File: config.mk
export PLATFORM = sky130hd
export DESIGN_NAME = flash_access_arbiter
export DESIGN_NICKNAME = d
export VERILOG_FILES = /design/src/rtl/flash_access_arbiter.sv
export SDC_FILE = /design/constraint.sdc
export NUM_CORES = 1
export LEC_CHECK = 0
export ABC_AREA = 1
export CORE_MARGIN = 4
export CORE_UTILIZATION = 43
export DETAILED_ROUTE_END_ITERATION = 10
export PLACE_DENSITY = 0.8
export SLEW_MARGIN = 20
export SYNTH_ARGS = -nofsm -noshare
export SYNTH_HDL_FRONTEND = slang
export SYNTH_SLANG_ARGS = --single-unit
File: constraint.sdc
create_clock -name clk -period 1.9 [get_ports clk]
set_input_delay 0.57 -clock clk [delete_from_list [all_inputs] [get_ports clk]]
set_output_delay 0.57 -clock clk [all_outputs]
set_load 0.01 [all_outputs]
File: src/rtl/flash_access_arbiter.sv
`default_nettype none
// flash_access_arbiter: round-robin sharing of one flash controller between two read ports,
// one outstanding read, bounded wait with timeout abort.  Rev 1.0
module flash_access_arbiter #(
  parameter int ADDR_W  = 16,
  parameter int DATA_W  = 16,
  parameter int TIMEOUT = 255
) (
  input  logic              clk,
  input  logic              rst,
  input  logic              req0,
  input  logic [ADDR_W-1:0] addr0,
  input  logic              req1,
  input  logic [ADDR_W-1:0] addr1,
  output logic              gnt0,
  output logic              gnt1,
  output logic              valid0,
  output logic              valid1,
  output logic [DATA_W-1:0] rdata,
  output logic              timeout_err,
  output logic              busy,
  output logic              fmc_req,
  output logic [ADDR_W-1:0] fmc_addr,
  input  logic              fmc_ready,
  input  logic [DATA_W-1:0] fmc_data
);

  typedef enum logic [1:0] {
    S_IDLE  = 2'd0,
    S_ISSUE = 2'd1,
    S_WAIT  = 2'd2,
    S_DONE  = 2'd3
  } state_t;

  localparam logic [7:0] TO_LAST = 8'(TIMEOUT - 1);

  state_t     state;
  logic       owner;   // 0: port 0 holds the fmc, 1: port 1
  logic       pref;    // port that wins a simultaneous request
  logic [7:0] cnt;
  logic       pick;

  // Single requester wins outright; on a tie the round-robin pointer decides.
  always_comb begin
    pick = 1'b0;
    if (req0 && req1) pick = pref;
    else if (req1)    pick = 1'b1;
  end

  always_ff @(posedge clk) begin
    if (rst) begin
      state       <= S_IDLE;
      owner       <= 1'b0;
      pref        <= 1'b0;
      cnt         <= '0;
      gnt0        <= 1'b0;
      gnt1        <= 1'b0;
      valid0      <= 1'b0;
      valid1      <= 1'b0;
      rdata       <= '0;
      timeout_err <= 1'b0;
      busy        <= 1'b0;
      fmc_req     <= 1'b0;
      fmc_addr    <= '0;
    end else begin
      fmc_req     <= 1'b0;
      valid0      <= 1'b0;
      valid1      <= 1'b0;
      timeout_err <= 1'b0;
      case (state)
        S_IDLE: begin
          if (req0 || req1) begin
            owner    <= pick;
            fmc_addr <= pick ? addr1 : addr0;
            gnt0     <= ~pick;
            gnt1     <= pick;
            busy     <= 1'b1;
            fmc_req  <= 1'b1;
            state    <= S_ISSUE;
          end
        end
        S_ISSUE: begin
          cnt   <= '0;
          state <= S_WAIT;
        end
        S_WAIT: begin
          // A ready arriving on the last allowed cycle still counts as success.
          if (fmc_ready) begin
            rdata  <= fmc_data;
            valid0 <= ~owner;
            valid1 <= owner;
            state  <= S_DONE;
          end else if (cnt == TO_LAST) begin
            rdata       <= '0;
            valid0      <= ~owner;
            valid1      <= owner;
            timeout_err <= 1'b1;
            state       <= S_DONE;
          end else begin
            cnt <= cnt + 8'd1;
          end
        end
        S_DONE: begin
          pref  <= ~owner;
          gnt0  <= 1'b0;
          gnt1  <= 1'b0;
          busy  <= 1'b0;
          state <= S_IDLE;
        end
        default: state <= S_IDLE;
      endcase
    end
  end

endmodule
`default_nettype wire
==> results of run 1 <==
==> logic make-up after synthesis <==
logic type      Yosys count
simple gates            132
xor+xnor                  1
buf+inv                  32
fa+ha+maj                 7
flops                    51
compound gates           70
==> stage by stage <==
step | instance area, um2 | utilization [%] | instances | power, mW | hold slack (ns)
finish | 3340 | 68.4 | 457 | 3.42 | 0.464
global route | 3340 | 68.4 | 457 | 3.66 | 0.482
CTS | 3340 | 68.4 | 457 | 3.44 | 0.465
detailed placement | 3240 | 66.5 | 449 | 2.79 | 0.452
global placement | 3240 | 66.5 | 449 | 2.76 | 0.447
floorplan | 2230 | - | 293 | 2.13 | 0.426
==> power by group through the flow <==
| stage | combinational [mW] | sequential, mW | clock, mW |
|---|---|---|---|
| 6_report | 1.36 | 1.41 | 0.648 |
| 5_1_grt | 1.51 | 1.43 | 0.718 |
| 4_1_cts | 1.37 | 1.41 | 0.666 |
| 3_5_place_dp | 1.37 | 1.42 | 0 |
| 3_3_place_gp | 1.34 | 1.42 | 0 |
| 2_1_floorplan | 0.637 | 1.49 | 0 |
==> cells in the final DEF, fill, tap and decap left out, types with 2 or more instances in the layout <==
cell type,netlist,final
clkdlybuf4s50_1,0,91
nand2_1,89,89
dfxtp_1,51,51
a21oi_1,27,27
o21ai_0,21,21
inv_1,17,17
a31oi_1,16,16
nand3_1,15,15
nor2_1,11,11
buf_4,2,10
ha_1,7,7
nand2_2,6,6
clkbuf_8,0,6
o21ai_1,5,5
nand2_4,3,3
nor2_4,2,2
nand4_1,2,2
==> registers in the layout, indices dropped and copies added (netlist names) <==
signal       flops
rdata           16
pref             1
timeout_err      1
busy             1
valid1           1
gnt1             1
valid0           1
cnt              8
state            2
owner            1
fmc_addr        16
fmc_req          1
gnt0             1
==> tightest hold or removal path: stages (launching register included) <==
cell     delay (ns)
dfxtp_1        0.32
nand2_1        0.06
a21oi_1        0.05
==> per-layer routing <==
layer | global-route usage [%] | vias up | wire [um]
met5 | 0 | - | 0
met1 | 22.2 | 973 | 2420
met3 | 8.07 | 6 | 545
li1 | - | 1155 | -
met4 | 8.11 | 0 | 67
met2 | 31.4 | 86 | 2800
==> worst max path at each step <==
stage	startpoint	to	slack, ns	depth (start not counted)
floorplan	state[0]	fmc_addr[10]	0.54	6
global placement	req0	fmc_addr[2]	0.1	7
detailed placement	req1	fmc_addr[10]	0.03	6
CTS	rdata[13]	rdata[13]	0.07	1
global route	rdata[13]	rdata[13]	0.02	1
finish	rdata[13]	rdata[13]	0.09	1
==> area by class of cell <==
cell class,count,area (um2)
fillers,419,1540
multi-input cells,210,1060
flip-flops and latches,51,1020
repair buffers,102,1010
clock buffers,7,86.3
well taps,67,83.8
inverters,19,71.3
clock inverters,1,8.76
==> implementation parameters, run 1 <==
Parameter                              Value

GRT
  Global-route wire length before repair ... 9750 um
  Global route total overflow ... 0
  Total track usage ... 19.3%
  Antenna violations before repair ... 0
  Via count of the first global-routing pass ... 2230
  Largest net degree at the start of global routing ... 33

Worst setup path
  Cells traversed along the worst timing path ... clkdlybuf4s50_1
  Endpoint of the most critical register-to-register path ... cnt[6]
  Worst endpoint required time ... 1.33 ns
  CP delay by family, top ... buffers and inverters
  Max Fanout on Critical Path ... 2
  Endpoint arrival time on the critical path ... 1.24 ns
  Slack of the worst reg-to-reg path ... 0.41 ns
  Crit path buf inv count ... 1
  CP Capture Type ... primary output
  Category of the most critical setup path ... reg -> out
  Slowest cell delay on critical path ... 0.57 ns
  Depth of the most critical reg-to-reg path ... 9
  Slowest cell on the critical path ... clkdlybuf4s50_1
  FF-to-FF Start ... cnt[0]
  CP startpoint kind ... register

Synth
  Simple-gate area share of the yosys netlist ... 26.6%
  Fraction of synthesized cell area taken by the top area cell type ... 45.7%
  Post-Syn Nets ... 353
  Fraction of registers with async set or reset after synthesis ... 0%
  Number of distinct library cell variants in the gate-level netlist after synthesis ... 28
  Synthesized-area fraction occupied by adder cells ... 3.92%
  Synthesized-area fraction occupied by ao, oa, aoi and oai cells ... 16.7%
  Count of flip-flops with a built-in enable after synthesis ... 0
  Post-synthesis mux area share ... 0%
  Post-synthesis xor/xnor area fraction ... 0.392%
  Seq/Total Area, Yosys ... 45.7%
  Top area cells in the synthesized netlist ... dfxtp_1 46%, nand2_1 15%, a21oi_1 6.1%
  Synth top cells by count ... 89 x nand2_1, 51 x dfxtp_1, 27 x a21oi_1
  Main combinational cell family by area after synthesis ... simple AND/OR/NAND/NOR gates
  Flip-flop and latch count after synthesis ... 51
  Mapped Area ... 2230 um2
  Cell type with the largest total area after synthesis ... dfxtp_1
  Primary flip-flop cell chosen by synthesis mapping ... dfxtp_1
  Synthesized netlist cell count ... 293
  YS warnings ... 0
  Post-Synthesis Mean Instance Area ... 7.62 um2
  Most used standard cell by instance count after synthesis ... nand2_1

Run status
  Run status ... finished clean

Power and ir drop
  Reported net switching power ... 1.16 mW
  Pleak ... 1.28 nW
  P per Cell Area ... 1020 nW/um2
  Switching power share of the total ... 34.0%
  Clock network fraction of design power ... 19.0%
  Max IR drop VDD ... 0.629 mV
  Sequential share of power ... 41.1%
  Cell Int Power ... 2.25 mW
  Relative contribution of combinational cells to total power ... 39.9%

Worst hold path
  Endpoint of the worst hold path ... rdata[8]
  Hold path startpoint ... rdata[8]
  Cell depth of the worst hold path ... 2
  Worst min path class ... reg -> reg

Place
  Count of input and output buffers ... 91
  Estimated wirelength of the detail-placed design ... 4470 um
  Final estimated routing congestion in global placement ... 0.878
  Worst setup timing slack at the placement stage ... 0.0328 ns

Timing
  Final Max Slew Viols ... 0
  Final Hold Viols ... 0
  Shortest clock period the worst path allows after layout ... 1.81 ns
  Final critical-path share of the clock period ... 95.3%
  Worst-Margin Slew ... 0.440 ns
  Fmax ... 553 MHz
  Clock tree skew after final layout ... 0.00968 ns
  Final setup violating endpoints ... 0
  Sum of negative setup slack ... 0 ns
  RSZ-0062 raised after global routing ... no
  Relative slew margins ... 70.7%
  Final worst setup slack ... 0.0902 ns

Route
  Number of remaining DRC errors ... 0
  Wirelength, routed ... 5830 um
  Residual antenna-violating net count after detailed routing ... 0
  Number of detailed-route iterations in the first pass ... 4
  Via/cell ratio ... 4.86
  Via count ... 2220
  Number of design-rule violations left by the first detailed-router iteration ... 134
  Routed len/inst ... 12.8 um

Clocking
  Bufs on Longest Clock Path ... 2
  Clock Tree Root ... clkbuf_8
  Clock input transition at the sequential cells of the worst setup and hold paths ... 0.09 ns
  CTS H-tree depth ... 2
  CTS tree ... yes
  Num CTS Buffers ... 5
  Post-cts sizing count ... 0
  Number of setup buffers added after CTS ... 0
  Clk Latency, worst-skew pair ... 0.30 ns
  TritonCTS sink count ... 51
  Post-CTS Hold Buffers ... 0

Die
  Top-level port count ... 92
  Area enclosed by the die boundary ... 6410 um2
  Placement Rows ... 25
  Effective utilization at floorplan ... 45.7%
  Y dimension of the die ... 80.1 um
  Die extent in x ... 80.1 um
  Placeable core region ... 4880 um2

Job
  Number of max-cap violations ... 0

Final layout
  Final nets ... 449
  Fraction of layout cells with a size suffix above 1 ... 7.95%
  Antenna cell count ... 0
  Synth-to-Final Area Change ... 49.6%
(Power assumes the default switching activity.)
==> run 2: changes to the inputs <==
--- a/config.mk
+++ b/config.mk
@@ -10,6 +10,7 @@
 export CORE_UTILIZATION = 43
 export DETAILED_ROUTE_END_ITERATION = 10
 export PLACE_DENSITY = 0.8
+export REMOVE_ABC_BUFFERS = 1
 export SLEW_MARGIN = 20
 export SYNTH_ARGS = -nofsm -noshare
 export SYNTH_HDL_FRONTEND = slang
==> run 2 against run 1 <==
Compared with the run above: die area stayed put; clock skew down 0.0047 ns; wire length decreased by 0.43%; sequential cell count is the same; largest power group unchanged; maximum frequency increased by 1.4%; critical endpoint is now rdata[11]; hold slack about the same; sequential power about the same; first-iteration DRC count down 25%; highest routed layer unchanged; largest cell class unchanged.
==> implementation parameters, run 2 (same netlist as run 1, synthesis figures left out) <==
Parameter                              Value

Run status
  Run status ... finished clean (unchanged)

Clocking
  Clk Latency, worst-skew pair ... 0.30 ns (about the same)
  Clock input transition at the sequential cells of the worst setup and hold paths ... 0.09 ns (about the same)
  Post-CTS Hold Buffers ... 0 (unchanged)
  TritonCTS sink count ... 51 (unchanged)
  Number of setup buffers added after CTS ... 0 (unchanged)
  Clock Tree Root ... clkbuf_8 (unchanged)
  Post-cts sizing count ... 0 (unchanged)
  Bufs on Longest Clock Path ... 2 (unchanged)
  CTS tree ... yes (unchanged)
  CTS H-tree depth ... 2 (unchanged)
  Num CTS Buffers ... 5 (unchanged)

Worst setup path
  Worst endpoint required time ... 1.33 ns (about the same)
  Depth of the most critical reg-to-reg path ... 7 (was 9)
  Endpoint of the most critical register-to-register path ... cnt[2] (was cnt[6])
  Cells traversed along the worst timing path ... clkdlybuf4s50_1 (unchanged)
  Slack of the worst reg-to-reg path ... 0.29 ns (was 0.41 ns)
  Total stage count of the critical path ... 1 (unchanged)
  Category of the most critical setup path ... reg -> out (unchanged)
  Endpoint arrival time on the critical path ... 1.21 ns (was 1.24 ns)
  CP startpoint kind ... register (unchanged)
  FF-to-FF Start ... state[0] (was cnt[0])
  Max Fanout on Critical Path ... 2 (unchanged)
  CP delay by family, top ... buffers and inverters (unchanged)
  Crit path buf inv count ... 1 (unchanged)
  Slowest cell on the critical path ... clkdlybuf4s50_1 (unchanged)
  CP Capture Type ... primary output (unchanged)
  Slowest cell delay on critical path ... 0.56 ns (was 0.57 ns)

Timing
  Final Hold Viols ... 0 (unchanged)
  Shortest clock period the worst path allows after layout ... 1.78 ns (was 1.81 ns)
  Final critical-path share of the clock period ... 93.9% (was 95.3%)
  Final setup violating endpoints ... 0 (unchanged)
  Relative slew margins ... 77.9% (was 70.7%)
  Clock tree skew after final layout ... 0.00502 ns (was 0.00968 ns)
  Sum of negative setup slack ... 0 ns (unchanged)
  Fmax ... 561 MHz (was 553 MHz)
  Final Max Slew Viols ... 0 (unchanged)
  Final worst setup slack ... 0.116 ns (was 0.0902 ns)
  Worst-Margin Slew ... 0.331 ns (was 0.440 ns)
  RSZ-0062 raised after global routing ... no (unchanged)

GRT
  Global-route wire length before repair ... 9560 um (was 9750 um)
  Antenna violations before repair ... 0 (unchanged)
  Largest net degree at the start of global routing ... 36 (was 33)
  Via count of the first global-routing pass ... 2214 (was 2230)
  Total track usage ... 18.6% (was 19.3%)
  Global route total overflow ... 0 (unchanged)

Route
  Via/cell ratio ... 4.92 (was 4.86)
  Via count ... 2233 (was 2220)
  Number of design-rule violations left by the first detailed-router iteration ... 101 (was 134)
  Residual antenna-violating net count after detailed routing ... 0 (unchanged)
  Number of remaining DRC errors ... 0 (unchanged)
  Routed len/inst ... 12.8 um (about the same)
  Wirelength, routed ... 5800 um (was 5830 um)
  Number of detailed-route iterations in the first pass ... 5 (was 4)

Die
  Area enclosed by the die boundary ... 6410 um2 (unchanged)
  Effective utilization at floorplan ... 45.7% (unchanged)
  Placement Rows ... 25 (unchanged)
  Die extent in x ... 80.1 um (unchanged)
  Top-level port count ... 92 (unchanged)
  Y dimension of the die ... 80.1 um (unchanged)
  Placeable core region ... 4880 um2 (unchanged)

Final layout
  Area occupied by registers ... 1020 um2 (unchanged)
  Leading cell type in the layout, fill and taps excluded ... clkdlybuf4s50_1 (unchanged)
  Largest registers ranked by flip-flop count ... fmc_addr (16), rdata (16), cnt (8) (unchanged)
  Fill cell instance count of the final layout ... 417 (was 419)
  Synth-to-Final Area Change ... 49.9% (was 49.6%)
  Final nets ... 446 (was 449)
  Fraction of layout cells with a size suffix above 1 ... 7.49% (was 7.95%)
  Commonest non-fill, non-tap cells in the layout ... 91 x clkdlybuf4s50_1, 89 x nand2_1, 51 x dfxtp_1, 26 x a21oi_1, 21 x o21ai_0 (was 91 x clkdlybuf4s50_1, 89 x nand2_1, 51 x dfxtp_1, 27 x a21oi_1, 21 x o21ai_0)
  Antenna cell count ... 0 (unchanged)
  Multi-input gate area ... 1070 um2 (was 1060 um2)

Place
  Final estimated routing congestion in global placement ... 0.831 (was 0.878)
  Estimated wirelength of the detail-placed design ... 4170 um (was 4470 um)
  Count of input and output buffers ... 91 (unchanged)
  Worst setup timing slack at the placement stage ... 0.0609 ns (was 0.0328 ns)

Power and ir drop
  Pleak ... 1.28 nW (about the same)
  P per Cell Area ... 1020 nW/um2 (about the same)
  Max IR drop VDD ... 0.553 mV (was 0.629 mV)

Worst hold path
  Endpoint of the worst hold path ... rdata[4] (was rdata[8])
  Cell depth of the worst hold path ... 2 (unchanged)
  Hold path startpoint ... rdata[4] (was rdata[8])
  Worst min path class ... reg -> reg (unchanged)

Job
  Number of max-cap violations ... 0 (unchanged)
==> run 2: power breakdown <==
part           switching (mW)  internal, mW  total [mW]  leakage (nW)
combinational           0.695         0.683        1.38         0.810
sequential              0.112          1.28        1.39         0.417
clock                   0.353         0.299       0.652        0.0484
total                    1.16          2.26        3.42          1.28
==> run 2: worst max path at each step <==
stage | start | end | slack [ns]
2_1_floorplan | req0 | fmc_addr[0] | 0.41
3_3_place_gp | req1 | gnt0 | 0.09
3_5_place_dp | req1 | gnt1 | 0.06
4_1_cts | rdata[11] | rdata[11] | 0.11
5_1_grt | gnt1 | gnt1 | 0.06
6_report | rdata[11] | rdata[11] | 0.12
==> run 2: per-stage QoR <==
stage | total power [mW] | std cells | instance area, um2 | utilization [%] | hold slack [ns]
final | 3.42 | 454 | 3350 | 68.6 | 0.464
after global routing | 3.66 | 454 | 3350 | 68.6 | 0.489
after CTS | 3.44 | 454 | 3340 | 68.5 | 0.470
after detailed placement | 2.79 | 446 | 3250 | 66.5 | 0.456
after global placement | 2.76 | 446 | 3250 | 66.5 | 0.447
after floorplan | 2.06 | 280 | 2150 | - | 0.426
==> run 2: layout make-up <==
| class | count | area share (%) |
|---|---|---|
| clock buffers | 7 | 2.58 |
| repair buffers | 99 | 30.1 |
| multi-input cells | 210 | 31.9 |
| flip-flops and latches | 51 | 30.5 |
| clock inverters | 1 | 0.262 |
| inverters | 19 | 2.13 |
| well taps | 67 | 2.51 |
==> run 2: metal layers <==
| metal | vias to the layer above | GRT usage (%) | share of wire (%) |
|---|---|---|---|
| met2 | 72 | 32.7 | 49 |
| met5 | - | 0 | 0 |
| met1 | 1001 | 20.7 | 42 |
| li1 | 1152 | - | - |
| met3 | 8 | 7.06 | 8.3 |
| met4 | 0 | 5.57 | 1.1 |
==> run 3: changes to the inputs <==
--- a/config.mk
+++ b/config.mk
@@ -6,6 +6,7 @@
 export NUM_CORES = 1
 export LEC_CHECK = 0
 export ABC_AREA = 1
+export CAP_MARGIN = 10
 export CORE_MARGIN = 4
 export CORE_UTILIZATION = 43
 export DETAILED_ROUTE_END_ITERATION = 10
==> results of run 3 <==
Final layout, timing and power as in run 2 (identical DEF).
